==> src/rtl/pwm_pkg.sv <==
// rtl/pwm_pkg.sv - shared types and constants for the PWM stage
package pwm_pkg;

  typedef enum logic [1:0] {
    IDLE  = 2'd0,
    ARM   = 2'd1,
    RUN   = 2'd2,
    DRAIN = 2'd3
  } pwm_state_t;

  localparam int PERIOD_CNT_BITS = 16;

endpackage

==> src/rtl/pwm_duty_buffer.sv <==
// rtl/pwm_duty_buffer.sv - double-buffered duty value, swapped on period boundaries
module pwm_duty_buffer #(
  parameter int COUNTER_BITS = 8
) (
  input  logic                    clk,
  input  logic                    rst,
  input  logic                    end_i,
  input  logic                    duty_valid_i,
  input  logic [COUNTER_BITS-1:0] duty_i,
  output logic                    duty_ready_o,
  output logic [COUNTER_BITS-1:0] duty_active_o
);

  logic [COUNTER_BITS-1:0] duty_pending;
  logic                    pending_valid;
  logic                    transfer;

  // The boundary frees the pending slot in the same cycle, so a new value can
  // be taken while the old one moves to active.
  assign duty_ready_o = !pending_valid || end_i;
  assign transfer     = duty_valid_i && duty_ready_o;

  // Pending slot fill and boundary swap; a transfer never lands in active directly.
  always_ff @(posedge clk or posedge rst) begin
    if (rst) begin
      duty_active_o <= '0;
      duty_pending  <= '0;
      pending_valid <= 1'b0;
    end else begin
      if (end_i && pending_valid) begin
        duty_active_o <= duty_pending;
      end
      if (transfer) begin
        duty_pending  <= duty_i;
        pending_valid <= 1'b1;
      end else if (end_i) begin
        pending_valid <= 1'b0;
      end
    end
  end

endmodule

==> src/rtl/pwm_from_counter.sv <==
// rtl/pwm_from_counter.sv - registered PWM with run control; optional PWM_PERIOD_CNT_EN period counter
module pwm_from_counter
  import pwm_pkg::*;
#(
  parameter int COUNTER_BITS = 8
) (
  input  logic                       clk,
  input  logic                       rst,
  input  logic [COUNTER_BITS-1:0]    cnt_i,
  input  logic                       end_i,
  input  logic                       en_i,
  input  logic                       duty_valid_i,
  input  logic [COUNTER_BITS-1:0]    duty_i,
  output logic                       duty_ready_o,
  output logic                       pwm_o,
`ifdef PWM_PERIOD_CNT_EN
  output logic [PERIOD_CNT_BITS-1:0] period_cnt_o,
`endif
  output logic                       running_o
);

  pwm_state_t              state, state_next;
  logic [COUNTER_BITS-1:0] duty_active;

  pwm_duty_buffer #(.COUNTER_BITS(COUNTER_BITS)) u_duty_buffer (
    .clk          (clk),
    .rst          (rst),
    .end_i        (end_i),
    .duty_valid_i (duty_valid_i),
    .duty_i       (duty_i),
    .duty_ready_o (duty_ready_o),
    .duty_active_o(duty_active)
  );

  assign running_o = (state == RUN) || (state == DRAIN);

  // Run-control state register.
  always_ff @(posedge clk or posedge rst) begin
    if (rst) begin
      state <= IDLE;
    end else begin
      state <= state_next;
    end
  end

  // Next state: starts wait for a boundary, stops let the current period finish.
  always_comb begin
    state_next = state;
    case (state)
      IDLE:    if (en_i) state_next = ARM;
      ARM:     if (!en_i) state_next = IDLE;
               else if (end_i) state_next = RUN;
      RUN:     if (!en_i) state_next = end_i ? IDLE : DRAIN;
      DRAIN:   if (end_i) state_next = IDLE;
               else if (en_i) state_next = RUN;
      default: state_next = IDLE;
    endcase
  end

  // Registered compare; duty 0 never fires and duty above terminal always fires.
  always_ff @(posedge clk or posedge rst) begin
    if (rst) begin
      pwm_o <= 1'b0;
    end else begin
      pwm_o <= running_o && (cnt_i < duty_active);
    end
  end

`ifdef PWM_PERIOD_CNT_EN
  // Count periods completed while the output was live; wraps naturally.
  always_ff @(posedge clk or posedge rst) begin
    if (rst) begin
      period_cnt_o <= '0;
    end else if (end_i && running_o) begin
      period_cnt_o <= period_cnt_o + 1'b1;
    end
  end
`endif

endmodule

==> config.mk <==
export PLATFORM = sky130hd
export DESIGN_NAME = pwm_from_counter
export DESIGN_NICKNAME = d
export VERILOG_FILES = /design/src/rtl/pwm_pkg.sv /design/src/rtl/pwm_duty_buffer.sv /design/src/rtl/pwm_from_counter.sv
export SDC_FILE = /design/constraint.sdc
export NUM_CORES = 1
export LEC_CHECK = 0
export BUFFER_PORTS_ARGS = -buffer_cell sky130_fd_sc_hd__buf_2
export CORE_ASPECT_RATIO = 0.7
export CORE_MARGIN = 4
export CORE_UTILIZATION = 30
export DETAILED_ROUTE_END_ITERATION = 16
export PLACE_DENSITY_LB_ADDON = 0.05
export SYNTH_ARGS = -nofsm -noshare
export SYNTH_HDL_FRONTEND = slang
export SYNTH_SLANG_ARGS = --single-unit
==> constraint.sdc <==
create_clock -name clk -period 1.9 [get_ports clk]
set_input_delay 0.285 -clock clk [delete_from_list [all_inputs] [get_ports clk]]
set_output_delay 0.285 -clock clk [all_outputs]
set_load 0.01 [all_outputs]
==> metrics <==
status=completed; Post-Synthesis Cells=75; final setup fails=0; Clock Skew=0.00638 ns; PortBufs=23; Critical Path End Type=flip-flop; GP Congestion=0.625; CTS tree=yes; synth cell count leaders=20 x dfrtp_1, 9 x inv_1, 8 x mux2_2, 8 x mux2_4, 7 x ha_1; reg-to-reg slack, setup=around 0.43 ns; Clock Path Buffers=2; setup TNS=0 ns; Yosys top cell by area=dfrtp_1; Combinational Power Share=0.220; DRC=0; WL/cell=around 12 µm; Post-Route WL=about 1600 µm; Worst Path Required=2.04 ns; TritonCTS Buffers=3; post-route ant nets=0; diode count=0; Area Overhead vs Synth=24.0%; slew margin rel.=0.826; CP startpoint=u_duty_buffer.duty_active_o[2]; Sink Count=20; CP max FO=2; clock network fraction of design power=0.337; CTS resizes=0; most frequent cell after synthesis=dfrtp_1; dpl ws=about 0.4 ns; Power Dens Cells=around 1000 nW/µm²; grt ovf=0; Final Slew Violations=0; WP data arrival=1.61 ns; final hold vios=0; P_sw=slightly below 300 µW; Post-synth EDFFs=0; part of the power in registers=0.443; Die Y=56.1 µm; vias in the first global route=598; Yosys cell types=24; vias after detailed routing=about 590; DR vias/cell=between 4 and 5; Rows=17; largest net degree at the start of global routing=21; GRT Util Overall=0.0839; clk slew on worst S/H paths=~0.07 ns; io pins=24; # fillers=roughly 320; internal power=940 µW; Root Driver=clkbuf_8; nature of the critical path startpoint=flip-flop; initial antenna violation count=0; first-pass GRT wire length=around 2800 µm; setup bufs post-CTS=0; top cells by area, synth=dfrtp_1 50%, mux2_4 12%, mux2_2 9.1%; Main synth FF type=dfrtp_1; DIE AREA=approximately 4300 µm²; R2R Path End=pwm_o; initial core utilization=0.313; worst hold path type=primary input to async pin; final worst slack=~0.43 ns; Seq/Total Area, Yosys=0.504; Detailed Place HPWL=roughly 1300 µm; die width=approximately 77 µm; Period minus WS final=approximately 1.5 ns; switch share=0.235; synthesized area=992 µm²; Achievable Freq=between 600 and 700 MHz; reg2reg start=u_duty_buffer.duty_active_o[2]; Max-Cap Viols=0; period utilisation layout=0.773; # hold bufs at CTS=0; Yosys reg bits=20; Leakage=0.622 nW; Core Box Area=between 3000 and 4000 µm²; 1st-pass router iterations=3; worst-skew pair later-pin latency=approximately 0.26 ns; Synth async-reset ratio=1.00; Crit Path Category=flip-flop to flip-flop; RSZ-0062 raised after global routing=false; post-synth top area share=0.504; YS warnings=0; maximum VDD drop=~0.47 mV; final net count=131; Avg Inst Size Synth=between 10 and 15 µm²; Max H-tree Level=1; ratio of cells with drive above 1 in the final layout=0.480; worst slew pin tran=between 0.2 and 0.3 ns; Initial DRC Count=21; Synth Net Count=~100; Reg2Reg Depth=5
-- layout by cell type, fill, tap and decap left out, drive strengths merged --
master	Yosys	layout
clkbuf	1	3
nand2	4	4
a211oi	2	2
o21ai	2	2
a31o	1	1
nand3	1	1
nor2	3	3
nand2b	2	2
dfrtp	20	20
a21oi	1	1
buf	0	24
bufinv	0	1
nand4	1	1
nor3	1	1
nor2b	1	1
o21bai	1	1
mux2	16	16
or2b	1	1
inv	9	9
a2111oi	1	1
ha	7	7
-- cell families after synthesis --
| family | share of synthesized area |
|---|---|
| DFF | 0.504 |
| muxes | 0.212 |
| and+or+nand+nor | 0.0958 |
| buffers and inverters | 0.0378 |
| AOI/OAI and AO/OA | 0.0618 |
| adders and majority gates | 0.0883 |
-- how the worst max path moves through the flow --
stage,end,slack [ns],cells after the start
floorplan,pwm_o,0.52,5
global placement,pwm_o,0.43,5
detailed placement,pwm_o,0.39,5
CTS,pwm_o,0.40,5
global route,pwm_o,0.28,5
finish,pwm_o,0.43,5
-- power groups by stage --
stage	registers (mW)	logic, mW	clock network (mW)
floorplan	0.545	0.209	0
global placement	0.554	0.276	0
detailed placement	0.555	0.278	0
CTS	0.546	0.279	0.434
global route	0.555	0.314	0.453
finish	0.545	0.270	0.415
-- sequential cells by signal, indices dropped and copies added (netlist names) --
name                         cells
u_duty_buffer.duty_pending       8
state                            2
pwm_o                            1
u_duty_buffer.pending_valid      1
u_duty_buffer.duty_active_o      8
-- layout make-up --
| cell class | instances | area (µm²) | share of cell area |
|---|---|---|---|
| clock buffers | 3 | 41.3 | 0.0336 |
| clock inverters | 1 | 30.0 | 0.0244 |
| inverters | 9 | 33.8 | 0.0275 |
| multi-input cells | 45 | 454 | 0.369 |
| flip-flops and latches | 20 | 500 | 0.407 |
| well taps | 38 | 47.5 | 0.0387 |
| repair buffers | 24 | 123 | 0.0997 |
-- critical path, stage by stage (launching register included) --
cell       delay, ns
dfrtp_1         0.34
inv_1           0.04
ha_1            0.28
a211oi_1        0.22
o21ai_1         0.12
a2111oi_2       0.36
-- metal layers --
metal  part of all wire  global-route usage  up-vias
met5                  0                   0        -
met4             0.0068              0.0233        0
met3              0.075              0.0469        2
met2               0.40               0.119       15
met1               0.52               0.108      267
li1                   -                   -      310
-- stage by stage --
step	total power [mW]	cell area (µm²)	utilization	cells	hold WS, ns
after CTS	1.26	1230	0.388	140	0.0326
after global placement	0.830	1160	0.366	136	0.324
after detailed placement	0.833	1160	0.366	136	0.323
final	1.23	1230	0.388	140	0.0324
after global routing	1.32	1230	0.388	140	0.0574
after floorplan	0.754	992	-	75	0.249
(Power assumes the default switching activity.)
